## src/rtl/cd_oven_mode_sequencer_pkg.sv

```systemverilog
// Shared types for the Cd oven mode sequencer: FSM states, mode codes and
// a helper for counter widths.
package cd_oven_mode_sequencer_pkg;

  typedef enum logic [2:0] {
    ST_OFF,
    ST_SEED,
    ST_RAMP,
    ST_LOCK,
    ST_FAULT
  } seq_state_e;

  typedef enum logic [1:0] {
    MODE_OFF  = 2'd0,
    MODE_99C  = 2'd1,
    MODE_119C = 2'd2,
    MODE_PROG = 2'd3
  } mode_e;

  // Counters must be at least one bit wide even for a modulus of 1.
  function automatic int cnt_width(input int n);
    return (n > 1) ? $clog2(n) : 1;
  endfunction

endpackage

```

## src/rtl/cd_oven_mode_sequencer_if.sv

```systemverilog
// Mode request / setpoint bus between the display controller and the
// sequencer; the sequencer is the slave side.
interface cd_oven_mode_sequencer_if #(
  parameter int FILTER_IO_SIZE = 18
);
  logic        [1:0]                mode_req;
  logic signed [FILTER_IO_SIZE-1:0] sp_1;
  logic signed [FILTER_IO_SIZE-1:0] sp_2;
  logic signed [FILTER_IO_SIZE-1:0] sp_3;
  logic signed [FILTER_IO_SIZE-1:0] temp_in;
  logic signed [FILTER_IO_SIZE-1:0] shdn_thr;
  logic        [1:0]                mode_out;
  logic                             servo_en;
  logic signed [FILTER_IO_SIZE-1:0] sp_ramp;
  logic                             busy;
  logic                             fault;

  modport master (
    output mode_req, sp_1, sp_2, sp_3, temp_in, shdn_thr,
    input  mode_out, servo_en, sp_ramp, busy, fault
  );

  modport slave (
    input  mode_req, sp_1, sp_2, sp_3, temp_in, shdn_thr,
    output mode_out, servo_en, sp_ramp, busy, fault
  );
endinterface

```

## src/rtl/cd_oven_mode_sequencer_ramp_step.sv

```systemverilog
// One rate-limited step of the setpoint toward its target; done flags that
// the target is within one step and may be taken directly.
module cd_sp_ramp_step #(
  parameter int FILTER_IO_SIZE = 18,
  parameter int STEP_SIZE      = 1
) (
  input  logic signed [FILTER_IO_SIZE-1:0] sp_ramp,
  input  logic signed [FILTER_IO_SIZE-1:0] tgt,
  output logic signed [FILTER_IO_SIZE-1:0] sp_next,
  output logic                             done
);
  localparam int MSB = FILTER_IO_SIZE - 1;
  localparam logic signed [FILTER_IO_SIZE:0]   STEP_W = (FILTER_IO_SIZE + 1)'(STEP_SIZE);
  localparam logic signed [FILTER_IO_SIZE-1:0] STEP_N = FILTER_IO_SIZE'(STEP_SIZE);

  // One bit wider so extreme setpoint/target pairs cannot wrap.
  logic signed [FILTER_IO_SIZE:0] diff;
  assign diff = {tgt[MSB], tgt} - {sp_ramp[MSB], sp_ramp};

  always_comb begin
    sp_next = tgt;
    done    = 1'b0;
    if (diff > STEP_W) begin
      sp_next = sp_ramp + STEP_N;
    end else if (diff < -STEP_W) begin
      sp_next = sp_ramp - STEP_N;
    end else begin
      done = 1'b1;
    end
  end
endmodule

```

## src/rtl/cd_oven_mode_sequencer.sv

```systemverilog
// Sequences Cd oven servo mode changes: seeds the setpoint from the measured
// temperature, ramps it to the mode target and trips to a latched fault.
module cd_oven_mode_sequencer
  import cd_oven_mode_sequencer_pkg::*;
#(
  parameter int FILTER_IO_SIZE = 18,
  parameter int STEP_SIZE      = 1,
  parameter int STEP_DIV       = 10000,
  parameter int SETTLE_CYC     = 1000
) (
  input logic                     clk,
  input logic                     rst_n,
  cd_oven_mode_sequencer_if.slave bus
);
  localparam int W   = FILTER_IO_SIZE;
  localparam int SCW = cnt_width(SETTLE_CYC);
  localparam int DCW = cnt_width(STEP_DIV);
  localparam logic [SCW-1:0] SETTLE_LAST = SCW'(SETTLE_CYC - 1);
  localparam logic [DCW-1:0] STEP_LAST   = DCW'(STEP_DIV - 1);

  seq_state_e          state, state_nxt;
  logic [SCW-1:0]      settle_cnt, settle_nxt;
  logic [DCW-1:0]      step_cnt, step_nxt;
  logic [1:0]          mode_q, mode_nxt;
  logic signed [W-1:0] sp_q, sp_nxt, tgt, step_sp;
  logic                servo_q, servo_nxt, busy_q, busy_nxt, fault_q, fault_nxt;
  logic                step_done, over_temp, req_off, mode_chg;

  assign over_temp = (bus.temp_in >= bus.shdn_thr);
  assign req_off   = (bus.mode_req == MODE_OFF);
  assign mode_chg  = (bus.mode_req != mode_q);

  always_comb begin
    tgt = '0;
    case (mode_q)
      MODE_99C:  tgt = bus.sp_1;
      MODE_119C: tgt = bus.sp_2;
      MODE_PROG: tgt = bus.sp_3;
      default:   tgt = '0;
    endcase
  end

  cd_sp_ramp_step #(
    .FILTER_IO_SIZE(W),
    .STEP_SIZE     (STEP_SIZE)
  ) u_ramp_step (
    .sp_ramp(sp_q),
    .tgt    (tgt),
    .sp_next(step_sp),
    .done   (step_done)
  );

  always_ff @(posedge clk or negedge rst_n) begin
    if (!rst_n) begin
      state      <= ST_OFF;
      settle_cnt <= '0;
      step_cnt   <= '0;
      mode_q     <= '0;
      sp_q       <= '0;
      servo_q    <= 1'b0;
      busy_q     <= 1'b0;
      fault_q    <= 1'b0;
    end else begin
      state      <= state_nxt;
      settle_cnt <= settle_nxt;
      step_cnt   <= step_nxt;
      mode_q     <= mode_nxt;
      sp_q       <= sp_nxt;
      servo_q    <= servo_nxt;
      busy_q     <= busy_nxt;
      fault_q    <= fault_nxt;
    end
  end

  always_comb begin
    state_nxt = state;
    if (state != ST_FAULT && over_temp) begin
      state_nxt = ST_FAULT;
    end else begin
      case (state)
        ST_OFF:   if (!req_off) state_nxt = ST_SEED;
        ST_SEED: begin
          if (req_off)                                      state_nxt = ST_OFF;
          else if (!mode_chg && settle_cnt == SETTLE_LAST)  state_nxt = ST_RAMP;
        end
        ST_RAMP: begin
          if (req_off)                                      state_nxt = ST_OFF;
          else if (mode_chg)                                state_nxt = ST_RAMP;
          else if (step_cnt == STEP_LAST && step_done)      state_nxt = ST_LOCK;
        end
        ST_LOCK: begin
          if (req_off)                                      state_nxt = ST_OFF;
          else if (mode_chg || !step_done)                  state_nxt = ST_RAMP;
        end
        ST_FAULT: if (req_off && !over_temp) state_nxt = ST_OFF;
        default:  state_nxt = ST_OFF;
      endcase
    end
  end

  // Registered outputs are decided from the destination state; seeding and
  // counter restarts key off whether this is a fresh entry or a mode change.
  always_comb begin
    mode_nxt   = mode_q;
    sp_nxt     = sp_q;
    settle_nxt = settle_cnt;
    step_nxt   = step_cnt;
    servo_nxt  = (state_nxt == ST_RAMP) || (state_nxt == ST_LOCK);
    busy_nxt   = (state_nxt == ST_SEED) || (state_nxt == ST_RAMP);
    fault_nxt  = (state_nxt == ST_FAULT);
    case (state_nxt)
      ST_SEED: begin
        mode_nxt = bus.mode_req;
        if (state != ST_SEED || mode_chg) begin
          sp_nxt     = bus.temp_in;
          settle_nxt = '0;
        end else begin
          settle_nxt = settle_cnt + SCW'(1);
        end
      end
      ST_RAMP: begin
        mode_nxt = bus.mode_req;
        if (state != ST_RAMP || mode_chg) begin
          step_nxt = '0;
        end else if (step_cnt == STEP_LAST) begin
          step_nxt = '0;
          sp_nxt   = step_sp;
        end else begin
          step_nxt = step_cnt + DCW'(1);
        end
      end
      ST_LOCK: sp_nxt = step_sp;
      default: mode_nxt = MODE_OFF;
    endcase
  end

  assign bus.mode_out = mode_q;
  assign bus.servo_en = servo_q;
  assign bus.sp_ramp  = sp_q;
  assign bus.busy     = busy_q;
  assign bus.fault    = fault_q;

endmodule
```

## src/flat_wrapper.sv

```systemverilog
// flat-port wrapper written by rule: the top's interface ports become plain ports
module cd_oven_mode_sequencer_flat import cd_oven_mode_sequencer_pkg::*;
#(
  parameter int FILTER_IO_SIZE = 18,
  parameter int STEP_SIZE      = 1,
  parameter int STEP_DIV       = 10000,
  parameter int SETTLE_CYC     = 1000
)
  (clk, rst_n, bus_mode_req, bus_sp_1, bus_sp_2, bus_sp_3, bus_temp_in, bus_shdn_thr, bus_mode_out, bus_servo_en, bus_sp_ramp, bus_busy, bus_fault);
  cd_oven_mode_sequencer_if #(.FILTER_IO_SIZE(FILTER_IO_SIZE)) bus_i ();
  input logic clk;
  input logic rst_n;
  input wire logic [$bits(bus_i.mode_req)-1:0] bus_mode_req;
  input wire logic [$bits(bus_i.sp_1)-1:0] bus_sp_1;
  input wire logic [$bits(bus_i.sp_2)-1:0] bus_sp_2;
  input wire logic [$bits(bus_i.sp_3)-1:0] bus_sp_3;
  input wire logic [$bits(bus_i.temp_in)-1:0] bus_temp_in;
  input wire logic [$bits(bus_i.shdn_thr)-1:0] bus_shdn_thr;
  output wire logic [$bits(bus_i.mode_out)-1:0] bus_mode_out;
  output wire logic [$bits(bus_i.servo_en)-1:0] bus_servo_en;
  output wire logic [$bits(bus_i.sp_ramp)-1:0] bus_sp_ramp;
  output wire logic [$bits(bus_i.busy)-1:0] bus_busy;
  output wire logic [$bits(bus_i.fault)-1:0] bus_fault;
  assign bus_i.mode_req = bus_mode_req;
  assign bus_i.sp_1 = bus_sp_1;
  assign bus_i.sp_2 = bus_sp_2;
  assign bus_i.sp_3 = bus_sp_3;
  assign bus_i.temp_in = bus_temp_in;
  assign bus_i.shdn_thr = bus_shdn_thr;
  assign bus_mode_out = bus_i.mode_out;
  assign bus_servo_en = bus_i.servo_en;
  assign bus_sp_ramp = bus_i.sp_ramp;
  assign bus_busy = bus_i.busy;
  assign bus_fault = bus_i.fault;
  cd_oven_mode_sequencer #(.FILTER_IO_SIZE(FILTER_IO_SIZE), .STEP_SIZE(STEP_SIZE), .STEP_DIV(STEP_DIV), .SETTLE_CYC(SETTLE_CYC)) u_core (.clk(clk), .rst_n(rst_n), .bus(bus_i));
endmodule
```

## config.mk

```make
export PLATFORM = sky130hd
export DESIGN_NAME = cd_oven_mode_sequencer_flat
export DESIGN_NICKNAME = d
export VERILOG_FILES = /design/src/rtl/cd_oven_mode_sequencer_pkg.sv /design/src/rtl/cd_oven_mode_sequencer_if.sv /design/src/rtl/cd_oven_mode_sequencer_ramp_step.sv /design/src/rtl/cd_oven_mode_sequencer.sv /design/src/flat_wrapper.sv
export SDC_FILE = /design/constraint.sdc
export NUM_CORES = 1
export LEC_CHECK = 0
export ABC_AREA = 1
export CORE_MARGIN = 2
export CORE_UTILIZATION = 35
export CTS_CLUSTER_SIZE = 40
export DETAILED_ROUTE_END_ITERATION = 10
export PLACE_DENSITY = 0.61
export SLEW_MARGIN = 15
export SYNTH_ARGS = -nofsm -noshare
export SYNTH_HDL_FRONTEND = slang
export SYNTH_SLANG_ARGS = --single-unit
```

## constraint.sdc

```tcl
create_clock -name clk -period 4.78 [get_ports clk]
set_input_delay 0.956 -clock clk [delete_from_list [all_inputs] [get_ports clk]]
set_output_delay 0.956 -clock clk [all_outputs]
set_load 0.05 [all_outputs]
```

Yosys cells after proc, flatten, opt, wreduce, memory -nomap -nowiden:

Index checks and enable logic that the tools add are counted.
W data, S select, Z words.

* input bits: 94
* output and inout bits: 23
* logic and storage cells: 77
* flip-flop bits (word level): 50

* mux-type cells: 24
* reductions and logical operators: 17
* order comparisons: 3
* add/subtract/negate cells: 5
* equality and inequality tests: 20

Operator list (number)
* $pmux W18 S3: 2
* $mux W18: 5
* $mux W3: 10
* $mux W14: 2
* $gt A19 B2 Y1 const B: 1
* $lt A19 B1 Y1 const B: 1
* $sub A18 B18 Y19: 1
* $add A18 B2 Y18 const B: 1
* $ge A18 B18 Y1: 1
* $sub A18 B2 Y18 const B: 1
* $pmux W3 S5: 1
* $add A14 B1 Y14 const B: 1
* $eq A14 B14 Y1 const B: 1
* $eq A3 B2 Y1 const B: 4
* $add A10 B1 Y10 const B: 1
* $eq A10 B10 Y1 const B: 1
* $mux W10: 1
* $eq A3 B1 Y1 const B: 2
* $eq A3 B3 Y1 const B: 2
* $logic_or A1 B1 Y1: 5
* $eq A2 B2 Y1 const B: 2
* $logic_and A1 B1 Y1: 4
* $ne A2 B2 Y1 const B: 2
* $pmux W2 S2: 1
* other kinds (13): 16

Logic depth before layout (Yosys ltp):

Gate-level depths: netlist of the first run.

* depth in word-level cells: 15
* gate-level depth with buffers: 32
* depth with buffers taken out: 31

By module:

From an unflattened synthesis of the first run, not the netlist that was laid out.

* cell total of the unflattened synthesis: 1031
* area total of the unflattened synthesis: 6147.1 µm²

By module, submodules not included
* cd_oven_mode_sequencer: area each 3593.4 µm², times used 1, sequential area each 1251.2 µm², cells each 534
* cd_sp_ramp_step: area each 2553.7 µm², times used 1, sequential area each 0.0 µm², cells each 497

Least setup slack after synthesis of the first run:

No wires, ideal clock.

* path kind: reg2reg
* start point: register u_core.mode_q[1], in the netlist u_core.bus.mode_out[1]
* end point: register u_core.sp_q[10], in the netlist u_core.bus.sp_ramp[10]
* data required time: 4.661 ns
* clock period less this slack: 3.960 ns
* slack: 0.820 ns
* stages on the path, launching flop included: 30
* buffers on the path: 2
* arrival time: 3.841 ns
* path through: dfrtp_1 inv_1 nor2_1 clkbuf_1 nand2_1 nand2_1 a21oi_1 inv_1 ha_1 nand2_1 inv_1 a21oi_1 nand2_1 nand2_1 nand3_1 nor2_1 nand3_1 nor2_1 nand3_1 nand2_2 nand3_1 nand2_1 nand2_1 nand2_2 nand2_4 nand3_2 nand3_4 buf_6 nand2_1 nand2_1

* longest elaborated chain between the ends: 15

Ends and longest elaborated chain
* from (decl): line cd_oven_mode_sequencer.sv:24 `logic [1:0] mode_q, mode_nxt;`
* from (signal assigned): line cd_oven_mode_sequencer.sv:67 `mode_q <= mode_nxt;`
* $eq A2 B2 Y1 or $eq A2 B1 Y1 (tied branches): line cd_oven_mode_sequencer.sv:35 `case (mode_q)`
* $pmux W18 S3: line cd_oven_mode_sequencer.sv:35
* $sub A18 B18 Y19: line cd_oven_mode_sequencer_ramp_step.sv:18 `assign diff = {tgt[MSB], tgt} - {sp_ramp[MSB], sp_ramp};`
* $lt A19 B1 Y1: line cd_oven_mode_sequencer_ramp_step.sv:25 `end else if (diff < -STEP_W) begin`
* $mux W1: line cd_oven_mode_sequencer_ramp_step.sv:25
* $mux W1: line cd_oven_mode_sequencer_ramp_step.sv:23 `if (diff > STEP_W) begin`
* $logic_and A1 B1 Y1 or $logic_not A1 Y1 (tied branches): line cd_oven_mode_sequencer.sv:89, cd_oven_mode_sequencer.sv:93
* $mux W3 or $logic_or A1 B1 Y1 (tied branches): line cd_oven_mode_sequencer.sv:89, cd_oven_mode_sequencer.sv:93
* $mux W3 (on tied branches): line cd_oven_mode_sequencer.sv:88, cd_oven_mode_sequencer.sv:93
* $mux W3 (on tied branches): line cd_oven_mode_sequencer.sv:87, cd_oven_mode_sequencer.sv:92
* $pmux W3 S5: line cd_oven_mode_sequencer.sv:80 `case (state)`
* $mux W3: line cd_oven_mode_sequencer.sv:77 `if (state != ST_FAULT && over_temp) begin`
* $eq A3 B2 Y1 or $eq A3 B1 Y1 (tied branches): line cd_oven_mode_sequencer.sv:111 `case (state_nxt)`
* $ne A2 B1 Y1 (no line), or another cell as far along
* $reduce_and A4 Y1 (no line)
* to (signal assigned): line cd_oven_mode_sequencer.sv:68 `sp_q <= sp_nxt;`
* to (decl): line cd_oven_mode_sequencer.sv:25 `logic signed [W-1:0] sp_q, sp_nxt, tgt, step_sp;`

Parallel ways exist; a longest one is shown, timed or not. The select of a mux whose other input is x is not followed.
A chain may end at the register's enable or synchronous reset.

Final worst setup path of the first run:

* start point: input bus_sp_2[0]
* end point: register u_core.sp_q[0], in the netlist u_core.bus.sp_ramp[0]

* longest elaborated chain between the ends: 14

Ends and longest elaborated chain
* from (decl): line flat_wrapper.sv:15 `input wire logic [$bits(bus_i.sp_2)-1:0] bus_sp_2;`
* $pmux W18 S3 (*): line cd_oven_mode_sequencer.sv:35
* $sub A18 B18 Y19: line cd_oven_mode_sequencer_ramp_step.sv:18
* $lt A19 B1 Y1: line cd_oven_mode_sequencer_ramp_step.sv:25
* $mux W1: line cd_oven_mode_sequencer_ramp_step.sv:25
* $mux W1: line cd_oven_mode_sequencer_ramp_step.sv:23
* $logic_and A1 B1 Y1 or $logic_not A1 Y1 (tied branches): line cd_oven_mode_sequencer.sv:89, cd_oven_mode_sequencer.sv:93
* $mux W3 or $logic_or A1 B1 Y1 (tied branches): line cd_oven_mode_sequencer.sv:89, cd_oven_mode_sequencer.sv:93
* $mux W3 (on tied branches): line cd_oven_mode_sequencer.sv:88, cd_oven_mode_sequencer.sv:93
* $mux W3 (on tied branches): line cd_oven_mode_sequencer.sv:87, cd_oven_mode_sequencer.sv:92
* $pmux W3 S5: line cd_oven_mode_sequencer.sv:80
* $mux W3: line cd_oven_mode_sequencer.sv:77
* $eq A3 B2 Y1 or $eq A3 B1 Y1 (tied branches): line cd_oven_mode_sequencer.sv:111
* $ne A2 B1 Y1 (no line), or another cell as far along
* $reduce_and A4 Y1 (no line)

Mark *: on every way between the ends. The rest lies on a longest branch, timed or not. The select of a mux whose other input is x is not followed.

==> results of run 1 <==
## cells in the mapped netlist (all sizes together), types with 2 or more instances
cell,number
a21oi,37
a221oi,3
and2,2
buf,11
clkbuf,10
clkinv,3
dfrtp,50
ha,40
inv,137
nand2,346
nand3,82
nand3b,8
nand4,32
nor2,78
nor3,17
nor3b,2
nor4,4
o211ai,11
o21a,3
o21ai,45
o21bai,2
o22ai,8
o31ai,7
or2,3
xnor2,6
xor2,25
## final cells by class
class / instances / area, µm²
inverters: 140 / 528.0
well taps: 220 / 275.3
clock inverters: 1 / 30.03
fillers: 1765 / 8852
clock buffers: 7 / 132.6
repair buffers: 151 / 1444
multi-input cells: 768 / 4011
flip-flops and latches: 50 / 1251
## path summary, 6_finish.rpt
check                                                   start  depth (start not counted)                                end
min reg2reg                   u_core.step_cnt[11]$_DFFE_PN0P_                          2    u_core.step_cnt[11]$_DFFE_PN0P_
max                                               bus_sp_2[0]                         26  u_core.bus.sp_ramp[0]$_DFFE_PN0P_
max reg2reg                u_core.bus.mode_out[1]$_DFFE_PN0N_                         28  u_core.bus.sp_ramp[0]$_DFFE_PN0P_
min in group asynchronous                               rst_n                          2     u_core.step_cnt[1]$_DFFE_PN0P_
max in group asynchronous                               rst_n                          2   u_core.settle_cnt[4]$_DFFE_PN0P_
min                           u_core.step_cnt[11]$_DFFE_PN0P_                          2    u_core.step_cnt[11]$_DFFE_PN0P_
## worst max-delay path, delay by kind of cell
kind / cells / cell delay (ps)
AND/OR/NAND/NOR: 19 / 2070
adder cells (fa/ha/maj): 2 / 610
buffers and inverters: 2 / 500
AO/OA/AOI/OAI: 3 / 500
## routing by layer
layer | part of all wire | wire length (µm) | GRT usage | vias up
met2 | 0.45 | 8465 | 0.3494 | 155
met3 | 0.044 | 825 | 0.02664 | 15
met1 | 0.49 | 9225 | 0.3042 | 2941
met5 | 0 | 0 | 0 | -
met4 | 0.010 | 195 | 0.03842 | 0
li1 | - | - | - | 3461
## sequential cells by signal, summed over array words and instances (netlist names)
signal,flops
u_core.bus.busy,1
u_core.bus.fault,1
u_core.bus.mode_out,2
u_core.bus.servo_en,1
u_core.bus.sp_ramp,18
u_core.settle_cnt,10
u_core.state,3
u_core.step_cnt,14
## logic make-up after synthesis
kind of cell             Yosys count
XOR/XNOR                          31
flip-flops                        50
AO/OA/AOI/OAI                    122
adder cells (fa/ha/maj)           41
AND/OR/NAND/NOR                  574
buffers and inverters            161
## where the power goes
| part | switching, mW | internal, mW |
|---|---|---|
| logic | 1.94 | 1.11 |
| registers | 0.182 | 0.512 |
| clock network | 0.163 | 0.248 |
## stage by stage
step | setup WS [ps] | hold WS [ps] | utilization | cell area (µm²)
3_5_place_dp | 38.97 | 472.6 | 0.4542 | 7505
2_1_floorplan | 820.3 | 451.7 | - | 5886
6_report | 333.5 | 486.0 | 0.4643 | 7672
3_3_place_gp | 95.80 | 481.8 | 0.4542 | 7505
5_1_grt | 17.34 | 533.8 | 0.4643 | 7672
4_1_cts | 330.5 | 488.5 | 0.4640 | 7667
==> results.txt, run 1 <==
#FFs+latches synth = 50
type of the worst min-delay path = reg -> reg
Final TNS setup = 0 ps
Final Cycle Share = 0.9302
total inserted antenna cells = 0
Syn Nets = 1114
Critical Path Sink Type = flip-flop
H-tree Lvls = 2
DRT Pass-1 Iters = 8
Required @ worst endpoint = 4970 ps
initial antenna violation count = 0
ys flop type = dfrtp_1
vias per cell = 4.915
Max Freq = 224.9 MHz
Die Wd = 133.7 µm
CTS Sinks = 50
post-synthesis compound-gate area fraction = 0.1227
CTS buffer count = 5
leading cell type in the layout, fill and taps excluded = nand2_1
total global-route track usage = 0.2132
mux cell area share after synthesis = 0
crit path DAT = 4630 ps
IO buf count = 116
clk_lat worst skew = 300 ps
Post-Syn Instances = 979
Crit Path Class = in -> reg
ranking of synthesized cells by area = nand2_1 22%, dfrtp_1 21%, ha_1 8.5%, inv_1 8.4%, nand3_1 6.8%
Core Region = 16520 µm²
DP HPWL = 15.37 mm
Max stage delay on crit path = 440 ps
fin crit period = 4447 ps
Placed Cells = 1329
vias in the first global route = 6281
CTS Root Cell = clkbuf_16
# rows = 47
Slew Viols, Final = 0
Iter 0 DRT Violations = 620
skew final = 5.367 ps
Worst Setup Start Kind = input port
first-pass GRT wire length = 31.10 mm
pin count of the biggest net entering global routing = 51
fraction of layout cells with a size suffix above 1 = 0.05730
area added between synthesis and finish = 30.36%
GPL Wtd Cong = 0.9336
Post-synth EDFFs = 0
Synth Cell Area = 5886 µm²
Synth Area in Adders = 0.08844
Worst-path clk slew = 70 ps
post-CTS setup buffers = 0
Leak = 3.894 nW
Post-Synth Simple-Gate Area = 0.4239
Slew headroom = 0.3598
R2R Setup Slk = 620 ps
Worst Tran Pin Value = 951.5 ps
Post-Synth XOR/XNOR Area = 0.04613
main combinational cell family by area after synthesis = simple AND/OR/NAND/NOR gates
Die Height = 133.7 µm
Seq/Total Area, Yosys = 0.2126
most frequent CP cell = nand2_1
io pins = 117
Final Non-Filler Cells = 1337
DRT Wirelength = 18.71 mm
Nets = 1251
commonest cells after routing, fill and taps aside = 339 x nand2_1, 132 x inv_1, 115 x clkdlybuf4s50_1
post-synth top area cell = nand2_1
Max FO, Critical Path = 18
Clock Tree Buf Depth = 2
maxcap violations = 0
RSZ-0062 raised after global routing = false
top cell type's share of synthesized area = 0.2168
drt drc = 0
GRT overflow = 0
PostCTS Resize Cnt = 0
Synth Warn # = 0
CTS Hold Bufs = 0
Starting Density = 0.3562
slowest CP cell = fa_1
FFs w/ async S/R, synth = 1.000
Final Hold Vio Count = 0
Pwr Density = 540.6 nW/µm²
CTS tree = done
WL per Instance = 13.99 µm
Vias = 6572
Yosys cell types = 50
count of final setup violators = 0
die area = 17870 µm²
Tot Pwr = 4.148 mW
status = finished, final reports clean
VDD IR max = 0.5411 mV
syn_area_per_cell = 6.012 µm²
Post-DRT Antenna Nets = 0
Power figures use the tool's default switching activity.
==> run 2, diff against run 1 <==
--- a/config.mk
+++ b/config.mk
@@ -15,3 +15,4 @@
 export SYNTH_ARGS = -nofsm -noshare
 export SYNTH_HDL_FRONTEND = slang
 export SYNTH_SLANG_ARGS = --single-unit
+export TNS_END_PERCENT = 5
==> results of run 2 <==
The final DEF is identical to that of run 1; final timing and power are the same.
==> run 3, diff against run 2 <==
--- a/config.mk
+++ b/config.mk
@@ -10,7 +10,7 @@
 export CORE_UTILIZATION = 35
 export CTS_CLUSTER_SIZE = 40
 export DETAILED_ROUTE_END_ITERATION = 10
-export PLACE_DENSITY = 0.61
+export PLACE_DENSITY = 0.58
 export SLEW_MARGIN = 15
 export SYNTH_ARGS = -nofsm -noshare
 export SYNTH_HDL_FRONTEND = slang
==> run 3 against run 2 <==
Hold slack worse by 2.7 ps. Critical path depth stayed put. Largest cell class unchanged. Combinational power is 3% higher. Power is 1.5% higher. Final area is 0.54% higher. Largest power group unchanged.
==> results.txt, run 3 (synthesis results as in run 1) <==
initial antenna violation count = 0 (unchanged)
Leak = 3.900 nW (was 3.894 nW)
CP top delay family = simple AND/OR/NAND/NOR gates (unchanged)
clk_lat worst skew = 300 ps (about the same)
CTS buffer count = 5 (unchanged)
most frequent CP cell = nand2_1 (unchanged)
fin area = 7714 µm² (was 7672 µm²)
R2R Setup Slk = 470 ps (was 620 ps)
Vias = 6673 (was 6572)
stages on the worst setup path = 26 (unchanged)
Worst setup endpoint = u_core.bus.sp_ramp[2]$_DFFE_PN0P_ (was u_core.bus.sp_ramp[0]$_DFFE_PN0P_)
GRT overflow = 0 (unchanged)
Required @ worst endpoint = 4970 ps (about the same)
H-tree Lvls = 2 (unchanged)
Slew Viols, Final = 0 (unchanged)
Clock Tree Buf Depth = 2 (unchanged)
fin crit period = 4407 ps (was 4447 ps)
Worst-path clk slew = 70 ps (about the same)
Worst Tran Pin Value = 1125 ps (was 951.5 ps)
fraction of layout cells with a size suffix above 1 = 0.06177 (was 0.05730)
# rows = 47 (unchanged)
Critical Path Sink Type = flip-flop (unchanged)
Nets = 1251 (unchanged)
type of the worst min-delay path = reg -> reg (unchanged)
Max stage delay on crit path = 440 ps (about the same)
GPL Wtd Cong = 0.8799 (was 0.9336)
total global-route track usage = 0.2123 (was 0.2132)
leading cell type in the layout, fill and taps excluded = nand2_1 (unchanged)
WHS = 483.3 ps (was 486.0 ps)
Max Freq = 226.9 MHz (was 224.9 MHz)
Slew headroom = 0.2431 (was 0.3598)
vias per cell = 4.991 (was 4.915)
WL per Instance = 14.29 µm (was 13.99 µm)
Iter 0 DRT Violations = 477 (was 620)
total inserted antenna cells = 0 (unchanged)
Crit Path Class = in -> reg (unchanged)
CTS Sinks = 50 (unchanged)
commonest cells after routing, fill and taps aside = 339 x nand2_1, 132 x inv_1, 115 x clkdlybuf4s50_1 (unchanged)
maxcap violations = 0 (unchanged)
DP HPWL = 15.32 mm (was 15.37 mm)
Worst R2R End = u_core.bus.sp_ramp[2]$_DFFE_PN0P_ (was u_core.bus.sp_ramp[0]$_DFFE_PN0P_)
Buf/Inv on CP = 2 (unchanged)
io pins = 117 (unchanged)
DRT Wirelength = 19.10 mm (was 18.71 mm)
area added between synthesis and finish = 31.06% (was 30.36%)
CTS tree = done (unchanged)
CTS Hold Bufs = 0 (unchanged)
IO buf count = 116 (unchanged)
CP Launch Point = bus_sp_2[0] (unchanged)
Worst Setup Start Kind = input port (unchanged)
RSZ-0062 raised after global routing = false (unchanged)
Final Cycle Share = 0.9221 (was 0.9302)
Die Height = 133.7 µm (unchanged)
DP Area = 7542 µm² (was 7505 µm²)
FF-to-FF Start = u_core.bus.mode_out[1]$_DFFE_PN0N_ (unchanged)
PostCTS Resize Cnt = 0 (unchanged)
die area = 17870 µm² (unchanged)
Filler cells = 1747 (was 1765)
Die Wd = 133.7 µm (unchanged)
slowest CP cell = fa_1 (unchanged)
Post-DRT Antenna Nets = 0 (unchanged)
vias in the first global route = 6030 (was 6281)
worst reg2reg path depth = 26 (was 28)
Final Hold Vio Count = 0 (unchanged)
max reg flops = 18 (unchanged)
pin count of the biggest net entering global routing = 51 (unchanged)
status = finished, final reports clean (unchanged)
skew final = 9.745 ps (was 5.367 ps)
first-pass GRT wire length = 30.85 mm (was 31.10 mm)
count of final setup violators = 0 (unchanged)
Max FO, Critical Path = 18 (unchanged)
CTS Root Cell = clkbuf_16 (unchanged)
Core Region = 16520 µm² (unchanged)
VDD IR max = 0.4239 mV (was 0.5411 mV)
post-CTS setup buffers = 0 (unchanged)
DRT Pass-1 Iters = 5 (was 8)
crit path DAT = 4600 ps (was 4630 ps)
Starting Density = 0.3562 (unchanged)
Pwr Density = 545.7 nW/µm² (was 540.6 nW/µm²)
drt drc = 0 (unchanged)
run 3: per-layer routing:
| layer | global-route usage | share of wire | vias up |
|---|---|---|---|
| met5 | 0 | 0 | - |
| met1 | 0.3115 | 0.49 | 2985 |
| met2 | 0.3408 | 0.44 | 212 |
| met3 | 0.02549 | 0.056 | 12 |
| li1 | - | - | 3464 |
| met4 | 0.03310 | 0.0083 | 0 |
run 3: worst min path at each step:
| stage | startpoint | depth (start not counted) | endpoint | slack, ps |
|---|---|---|---|---|
| final | u_core.step_cnt[11]$_DFFE_PN0P_ | 2 | u_core.step_cnt[11]$_DFFE_PN0P_ | 480 |
| after global routing | u_core.step_cnt[11]$_DFFE_PN0P_ | 2 | u_core.step_cnt[11]$_DFFE_PN0P_ | 520 |
| after CTS | u_core.step_cnt[11]$_DFFE_PN0P_ | 2 | u_core.step_cnt[11]$_DFFE_PN0P_ | 490 |
| after detailed placement | u_core.step_cnt[11]$_DFFE_PN0P_ | 2 | u_core.step_cnt[11]$_DFFE_PN0P_ | 470 |
| after global placement | u_core.step_cnt[11]$_DFFE_PN0P_ | 2 | u_core.step_cnt[11]$_DFFE_PN0P_ | 470 |
| after floorplan | u_core.step_cnt[11]$_DFFE_PN0P_ | 2 | u_core.step_cnt[11]$_DFFE_PN0P_ | 450 |
run 3: worst register-to-register path: cells and delay by family, from the launching register on:
family / cells / cell delay (ps)
and+or+nand+nor: 15 / 1670
buffers and inverters: 6 / 1000
AOI/OAI and AO/OA: 4 / 810
DFF: 1 / 440
adders and majority gates: 1 / 290
run 3: per-stage QoR:
| step | power (mW) | util | cells | setup TNS [ps] | setup WS, ps |
|---|---|---|---|---|---|
| 5_1_grt | 4.589 | 0.4668 | 1337 | 0 | 17.10 |
| 2_1_floorplan | 2.657 | - | 979 | 0 | 820.3 |
| 4_1_cts | 4.192 | 0.4657 | 1337 | 0 | 274.6 |
| 6_report | 4.209 | 0.4668 | 1337 | 0 | 372.6 |
| 3_5_place_dp | 3.790 | 0.4564 | 1329 | -27.48 | -27.48 |
| 3_3_place_gp | 3.812 | 0.4564 | 1329 | 0 | 53.65 |
run 3: final cells by class:
| cell class | count | area (µm²) | share of cell area |
|---|---|---|---|
| Inverter | 140 | 534.3 | 0.06926 |
| Clock inverter | 3 | 28.78 | 0.003731 |
| Clock buffer | 5 | 125.1 | 0.01622 |
| Tap cell | 220 | 275.3 | 0.03569 |
| Multi-Input combinational cell | 768 | 4018 | 0.5208 |
| Sequential cell | 50 | 1251 | 0.1622 |
| Timing Repair Buffer | 151 | 1481 | 0.1921 |
run 3: power breakdown:
group          internal, mW  switching, mW
Combinational          1.16           1.96
Clock                 0.201          0.179
Sequential            0.511          0.202
Total                  1.87           2.34
